**src/rtl/gesture_nn_pkg.sv**
```systemverilog
// Shared constants and types for the gesture network back end.
// The FC2 classifier sizes its datapath from these defaults.
package gesture_nn_pkg;

  localparam int DATA_W     = 8;
  localparam int FC1_N_OUT  = 128;
  localparam int N_GESTURES = 8;

  typedef enum logic [2:0] {
    S_IDLE,
    S_BIAS,
    S_LOADB,
    S_MAC,
    S_CMP,
    S_DONE
  } cls_state_t;

  // A (2*data_w+1)-bit product summed n_in times, plus one bias, fits this signed width.
  function automatic int acc_width(input int data_w, input int n_in);
    return 2 * data_w + 1 + $clog2(n_in);
  endfunction

endpackage

```
**src/rtl/argmax_tracker.sv**
```systemverilog
// Running argmax over a stream of signed scores.
// The first score after clear always wins; later ones must be strictly greater, so ties keep the lower index.
module argmax_tracker #(
  parameter int IDX_W   = 3,
  parameter int SCORE_W = 24
) (
  input  logic                      clk,
  input  logic                      reset,
  input  logic                      clear,
  input  logic                      valid,
  input  logic [IDX_W-1:0]          idx,
  input  logic signed [SCORE_W-1:0] score,
  output logic [IDX_W-1:0]          best_idx,
  output logic signed [SCORE_W-1:0] best_score
);

  logic have_best;
  logic take;

  assign take = valid && (!have_best || (score > best_score));

  // NOTE: sequential state uses non-blocking assignments so every flop samples pre-edge values.
  always_ff @(posedge clk) begin
    if (reset || clear) begin
      have_best  <= 1'b0;
      best_idx   <= '0;
      best_score <= '0;
    end else if (take) begin
      have_best  <= 1'b1;
      best_idx   <= idx;
      best_score <= score;
    end
  end

endmodule

```
**src/rtl/fc2_argmax_classifier.sv**
```systemverilog
// FC2 layer plus argmax: bias + dot product per class over the FC1 activations,
// then reports the winning class and its logit with a done pulse.
module fc2_argmax_classifier #(
  parameter int DATA_W  = gesture_nn_pkg::DATA_W,
  parameter int N_IN    = gesture_nn_pkg::FC1_N_OUT,
  parameter int N_CLASS = gesture_nn_pkg::N_GESTURES,
  parameter int ACC_W   = gesture_nn_pkg::acc_width(DATA_W, N_IN)
) (
  input  logic                              clk,
  input  logic                              reset,
  input  logic                              start,
  output logic                              busy,
  output logic                              done,
  output logic [$clog2(N_CLASS)-1:0]        class_id,
  output logic signed [ACC_W-1:0]           class_score,
  output logic [$clog2(N_IN)-1:0]           act_addr,
  input  logic [DATA_W-1:0]                 act_rdata,
  output logic [$clog2(N_IN*N_CLASS)-1:0]   w_addr,
  input  logic [DATA_W-1:0]                 w_rdata,
  output logic [$clog2(N_CLASS)-1:0]        b_addr,
  input  logic [DATA_W-1:0]                 b_rdata,
  output logic                              logit_valid,
  output logic [$clog2(N_CLASS)-1:0]        logit_idx,
  output logic signed [ACC_W-1:0]           logit_val
);

  import gesture_nn_pkg::*;

  localparam int CLS_W  = $clog2(N_CLASS);
  localparam int IDX_W  = $clog2(N_IN);
  localparam int WA_W   = $clog2(N_IN * N_CLASS);
  localparam int PROD_W = 2 * DATA_W + 1;

  cls_state_t state, state_next;

  logic [CLS_W-1:0]         cls;
  logic [IDX_W-1:0]         idx;
  logic [IDX_W-1:0]         issue_idx;
  logic signed [ACC_W-1:0]  acc;
  logic [CLS_W-1:0]         class_id_q;
  logic signed [ACC_W-1:0]  class_score_q;
  logic [CLS_W-1:0]         best_idx;
  logic signed [ACC_W-1:0]  best_score;
  logic signed [PROD_W-1:0] act_s, w_s, prod;
  logic signed [ACC_W-1:0]  prod_ext, bias_ext;
  logic                     last_idx, last_cls;

  assign last_idx = (idx == IDX_W'(N_IN - 1));
  assign last_cls = (cls == CLS_W'(N_CLASS - 1));

  // Activation is unsigned post-ReLU, so it is zero-extended before the signed multiply.
  assign act_s    = {{(PROD_W - DATA_W){1'b0}}, act_rdata};
  assign w_s      = {{(PROD_W - DATA_W){w_rdata[DATA_W-1]}}, w_rdata};
  assign prod     = act_s * w_s;
  assign prod_ext = {{(ACC_W - PROD_W){prod[PROD_W-1]}}, prod};
  assign bias_ext = {{(ACC_W - DATA_W){b_rdata[DATA_W-1]}}, b_rdata};

  always_ff @(posedge clk) begin
    if (reset) state <= S_IDLE;
    else       state <= state_next;
  end

  // NOTE: next-state starts from a default so no path through the case leaves it unassigned (no latch).
  always_comb begin
    state_next = state;
    unique case (state)
      S_IDLE:  if (start) state_next = S_BIAS;
      S_BIAS:  state_next = S_LOADB;
      S_LOADB: state_next = S_MAC;
      S_MAC:   if (last_idx) state_next = S_CMP;
      S_CMP:   state_next = last_cls ? S_DONE : S_BIAS;
      S_DONE:  state_next = S_IDLE;
      default: state_next = S_IDLE;
    endcase
  end

  always_ff @(posedge clk) begin
    if (reset) begin
      cls           <= '0;
      idx           <= '0;
      acc           <= '0;
      class_id_q    <= '0;
      class_score_q <= '0;
    end else begin
      unique case (state)
        S_IDLE:  if (start) cls <= '0;
        S_BIAS:  ;
        S_LOADB: begin
          acc <= bias_ext;
          idx <= '0;
        end
        S_MAC: begin
          acc <= acc + prod_ext;
          idx <= idx + IDX_W'(1);
        end
        S_CMP:   if (!last_cls) cls <= cls + CLS_W'(1);
        S_DONE: begin
          class_id_q    <= best_idx;
          class_score_q <= best_score;
        end
        default: ;
      endcase
    end
  end

  // Read addresses come only from state/counters; data for index i arrives one cycle after issue.
  assign issue_idx = (state == S_MAC) ? idx + IDX_W'(1) : '0;
  assign act_addr  = issue_idx;
  assign w_addr    = WA_W'(cls) * WA_W'(N_IN) + WA_W'(issue_idx);
  assign b_addr    = cls;

  argmax_tracker #(
    .IDX_W   (CLS_W),
    .SCORE_W (ACC_W)
  ) u_argmax (
    .clk        (clk),
    .reset      (reset),
    .clear      ((state == S_IDLE) && start),
    .valid      (state == S_CMP),
    .idx        (cls),
    .score      (acc),
    .best_idx   (best_idx),
    .best_score (best_score)
  );

  assign busy        = (state != S_IDLE) && (state != S_DONE);
  assign done        = (state == S_DONE);
  // The tracker is final during DONE; the held copy takes over from the next cycle on.
  assign class_id    = done ? best_idx   : class_id_q;
  assign class_score = done ? best_score : class_score_q;
  assign logit_valid = (state == S_CMP);
  assign logit_idx   = cls;
  assign logit_val   = acc;

endmodule

```
**config.mk**
```make
export PLATFORM = sky130hd
export DESIGN_NAME = fc2_argmax_classifier
export DESIGN_NICKNAME = d
export VERILOG_FILES = /design/src/rtl/gesture_nn_pkg.sv /design/src/rtl/argmax_tracker.sv /design/src/rtl/fc2_argmax_classifier.sv
export SDC_FILE = /design/constraint.sdc
export NUM_CORES = 1
export LEC_CHECK = 0
export ABC_AREA = 0
export BUFFER_PORTS_ARGS = -buffer_cell sky130_fd_sc_hd__buf_2
export CORE_UTILIZATION = 60
export CTS_CLUSTER_SIZE = 12
export DETAILED_ROUTE_END_ITERATION = 6
export PLACE_DENSITY = 0.79
export SLEW_MARGIN = 20
export SYNTH_ARGS = -nofsm -noshare
export SYNTH_HDL_FRONTEND = slang
export SYNTH_SLANG_ARGS = --single-unit
```
**constraint.sdc**
```tcl
create_clock -name clk -period 6.48 [get_ports clk]
set_clock_uncertainty 0.2 [all_clocks]
set_input_delay 1.296 -clock clk [delete_from_list [all_inputs] [get_ports clk]]
set_output_delay 1.296 -clock clk [all_outputs]
set_load 0.05 [all_outputs]
```
# == After elaboration in Yosys (flattened, before gate mapping) ==
# Cells that the tools add are included.
# totals
in_bits,27
ff_bits,92
out_inout_bits,77
elab_cells,50
# classes
order_cmp,1
reduce_logical,12
muxes,12
add_sub_neg,4
eq_ne,11
mul,1
# op_table
op,count
$pmux W24 S2,1
$add A24 B17 Y24,1
$gt A24 B24 Y1,1
$mux W24,1
$mux W3,6
$mul A9 B8 Y17,1
$pmux W3 S5,1
$pmux W7 S2,1
$add A10 B7 Y10,1
$eq A3 B3 Y1 const B,3
$add A7 B1 Y7 const B,1
$eq A7 B7 Y1 const B,1
$mux W7,1
$eq A3 B2 Y1 const B,2
$ne A2 B2 Y1 const B,3
$pmux W3 S2,1
$reduce_bool A2 Y1,2
$add A3 B1 Y3 const B,1
$eq A3 B1 Y1 const B,1
$logic_and A1 B1 Y1,3
$logic_not A3 Y1,1
$ne A3 B3 Y1 const B,1
$reduce_and A3 Y1,1
$reduce_bool A3 Y1,1
3 further kinds,4

# == Logic depth before layout (Yosys ltp) ==
# depth
word_depth,3
mapped_depth,19
depth_no_buf,18

# == By module ==
# Synthesis repeated with hierarchy kept, for this count alone.
# hier_totals
hier_cells,935
hier_area_um2,7826.3
# modules_own_cells
module,area_per_inst_um2,instances,cells_each,seq_area_each_um2
fc2_argmax_classifier,6067.1,1,729,1281.2
argmax_tracker,1759.2,1,206,560.5

# == Worst setup path after synthesis ==
# Ideal clock, no wire load.
# synth_timing
kind,input to register
start,in w_rdata[1]
end,"reg acc[23], in the netlist logit_val[23]"
setup_time_ns,0.121
path_stages,16
t_arrival_ns,5.537
slack_ns,0.622
path_buffers,1
t_required_ns,6.159
cell_sequence,clkbuf_1 > nand2_1 > fa_1 > inv_1 > fa_1 > fa_1 > fa_1 > fa_1 > ha_1 > o21ai_0 > o21bai_1 > o21ai_0 > o21ai_0 > a211oi_1 > xnor2_1 > o21ai_1
# synth_between
elab_chain_len,3
# synth_lines
element,line_no,rtl
from (decl),fc2_argmax_classifier.sv:19,"input logic [DATA_W-1:0] w_rdata,"
$mul A9 B8 Y17,fc2_argmax_classifier.sv:54,assign prod = act_s * w_s;
$add A24 B17 Y24,fc2_argmax_classifier.sv:93,acc <= acc + prod_ext;
$pmux W24 S2,fc2_argmax_classifier.sv:85,unique case (state)
to (signal assigned),fc2_argmax_classifier.sv:89,acc <= bias_ext;
to (signal assigned),fc2_argmax_classifier.sv:93,
to (decl),fc2_argmax_classifier.sv:39,logic signed [ACC_W-1:0] acc;
# Every way passes these cells.
# A chain may end at the register's enable or synchronous reset.

# == Final worst setup path ==
# layout_timing
start,in act_rdata[0]
end,"reg acc[19], in the netlist logit_val[19]"
# layout_between
elab_chain_len,3
# layout_lines
element,line_no,rtl
from (decl),fc2_argmax_classifier.sv:17,"input logic [DATA_W-1:0] act_rdata,"
$mul A9 B8 Y17,fc2_argmax_classifier.sv:54,
$add A24 B17 Y24,fc2_argmax_classifier.sv:93,
$pmux W24 S2,fc2_argmax_classifier.sv:85,
# Every way passes these cells.

==> flow_summary_export.csv <==
group,metric,value,unit
yosys,synthAdderAreaFrac,29.2,%
global_route,first_global_vias,5872,
global_route,antenna_found_initial,0,
route,dr_wl_met2,7980,um
clock_tree,clkTransAtPathRegs,60,ps
placed_design,dp_hpwl,13600,um
worst_hold_path,hold_class,"flip-flop to flip-flop",
clock_tree,cts_hold_buffers,0,
yosys,ys_async_sr_fraction,0,%
global_route,grt-ovfl-total,0,
worst_setup_path,worstPathRequired,6490,ps
status,outcome,"finished, final reports clean",
floorplanning,fp-row-count,41,
route,vias,6456,
route,via_per_inst,5.58,
yosys,syn-num-nets,1087,
finish,drive_above_1_share,17.0,%
timing,slew_headroom,33.2,%
yosys,synth-compound-area-share,17.4,%
floorplanning,core_area,12700,um^2
global_route,grt_usage,25.8,%
yosys,synth_top_family_by_area,"adder cells",
yosys,synth-simple-area-share,17.9,%
global_route,grt_pass1_wl,27500,um
route,drt-met1-wl,8280,um
route,wl_per_cell,14.9,um
clock_tree,root_buffer,"clkbuf_16",
clock_tree,post-cts-setup-buffers,0,
power_and_ir_drop,leakage,4.10,nW
yosys,synth_mux_area_share,1.23,%
yosys,yosysWarnings,0,
global_route,grt_max_degree,52,
timing,rsz0062_at_grt,"false",
finish,area_growth,9.86,%
route,drc,0,
route,dr_wl_met3,771,um
clock_tree,cts.path.max_buffers,2,
worst_setup_path,critPathKind,"input port to flip-flop",
worst_setup_path,crit_arrival,5790,ps
timing,min_period,5780,ps
route,final_antenna_net_count,0,
yosys,synth_xor_area_share,2.99,%
finish,nNetsFinal,1160,
power_and_ir_drop,peakVddDrop,0.142,mV
clock_tree,clk_latency,340,ps
flow_run,drv_cap,0,
route,firstDrtPassIters,5,
floorplanning,io_pins,104,
timing,fin_tns_setup,0,ps
worst_setup_path,worstRegToRegCells,18,
timing,clock.fmax,0.173,GHz
power_and_ir_drop,fin_total_pwr,2.22,mW
clock_tree,cts_buffers,9,
route,top_layer_used,"met4",
floorplanning,dieWidth,117,um
worst_hold_path,hold_depth,2,
timing,finalSetupViolations,0,
clock_tree,cts-resized-gates,0,
yosys,synth_cell_types,58,
yosys,synth-seq-cells,92,
timing,fin_crit_sh,89.3,%
placed_design,io_buffers,103,
yosys,synth-edff-count,0,
floorplanning,die_area,13700,um^2
finish,stdcell_area,8700,um^2
yosys,avgSynthCellArea,8.74,um^2
yosys,yosysSeqAreaShare,23.3,%
route,drt-initial-drc-count,408,
clock_tree,clkSinkCount,92,
yosys,syn_inst,906,
clock_tree,cts_tree,"built",
power_and_ir_drop,cellPowerDensity,255,nW/um^2
yosys,syn_area,7920,um^2
worst_setup_path,crit_fanout,8,
worst_setup_path,crit_path_end_kind,"flip-flop",
placed_design,gp_congestion,0.887,
route,drt_wl_total,17200,um
placed_design,dpl-instance-area,8400,um^2
timing,slew_violations,0,
floorplanning,initial_utilization,62.2,%
placed_design,placedCellCount,1139,
finish,n_antenna_cell,0,
finish,finish.utilization,68.4,%
timing,hold_violations,0,
timing,worst_slew_pin_slew,981,ps
yosys,ys.flop_type,"dfxtp_1",
finish,instances_no_fill,1156,
finish,fillCellCount,1091,
clock_tree,cts_htree_levels,3,
worst_setup_path,cp-start-kind,"input port",
floorplanning,die_y,117,um
[final timing paths]
| check | end | startpoint | slack [ps] |
|---|---|---|---|
| worst min-delay path | u_argmax.best_score[14] | u_argmax.best_score[14] | 270 |
| worst min register to register | u_argmax.best_score[14] | u_argmax.best_score[14] | 270 |
| worst max register to register | logit_val[19] | logit_val[6] | 1400 |
| worst max-delay path | logit_val[19] | act_rdata[0] | 700 |
[synthesized netlist by cell type, types with 14 or more instances]
cell type	n	area, um^2
xnor2_1	17	149
nor2_1	48	180
a21boi_2	20	225
and2_1	58	363
inv_1	93	349
a211oi_1	14	105
o21ai_0	48	240
fa_1	51	1020
o21ai_1	20	100
buf_4	15	113
ha_1	103	1290
dfxtp_1	92	1840
nand3_1	25	125
nand2_1	93	349
clkbuf_1	25	93.8
a21oi_1	50	250
[power breakdown]
part,switching [mW],internal [mW]
Clock,0.204,0.291
Sequential,0.0339,0.583
Combinational,0.646,0.461
Total,0.884,1.33
[through the flow]
step / worst slack [ps] / hold slack, ps
2_1_floorplan: 622 / 246
4_1_cts: 702 / 267
3_5_place_dp: 338 / 259
3_3_place_gp: 434 / 250
5_1_grt: 406 / 283
6_report: 695 / 267
[worst max-delay path: stages]
cell and delay, ps:
buf_2 140, nand2b_1 170, fa_1 510, fa_1 550, inv_1 50, fa_1 500, fa_1 570, fa_1 420
ha_1 360, o21ai_0 100, o21bai_1 240, o21ai_0 110, buf_4 160, o21ai_0 230, a31oi_1 140, xnor2_1 160
o22ai_1 80
[sequential cells by signal, indices dropped and copies added (netlist names)]
signal	cells
b_addr	3
class_id_q	3
class_score_q	24
idx	7
logit_val	24
state	3
u_argmax.best_idx	3
u_argmax.best_score	24
u_argmax.have_best	1
[cell type report]
class / count / area, um^2 / share of cell area (%)
multi-input combinational: 673 / 5440 / 62.5
clock inverter: 1 / 5.00 / 0.0575
clock buffer: 15 / 278 / 3.19
tap: 172 / 215 / 2.47
timing repair buffer: 110 / 572 / 6.57
inverter: 93 / 349 / 4.01
sequential: 92 / 1840 / 21.2
[layout by cell type, fill, tap and decap left out, drive strengths merged, types with 9 or more instances in the layout]
| master | instances |
|---|---|
| a21boi | 28 |
| fa | 51 |
| xor2 | 10 |
| buf | 110 |
| xnor2 | 17 |
| nor2 | 48 |
| a21oi | 50 |
| nand3 | 36 |
| o21ai | 70 |
| a21o | 9 |
| nand2 | 93 |
| ha | 103 |
| nor3 | 9 |
| inv | 93 |
| clkbuf | 15 |
| and2 | 58 |
| a211oi | 14 |
| dfxtp | 92 |
[cells by family (layout without fill, tap and decap cells)]
kind of cell,Yosys count,after routing
xor gates and xnor gates,27,27
buffers and inverters,141,219
muxes,8,8
and+or+nand+nor,276,276
AOI/OAI and AO/OA,208,208
DFF,92,92
adders and majority gates,154,154
[metal layers]
layer	track usage (%)	vias up
li1	-	3216
met1	35.6	3043
met2	42.7	179
met3	2.63	18
met4	7.68	0
met5	0	-
Note: power is estimated with default switching activity, not from simulation.
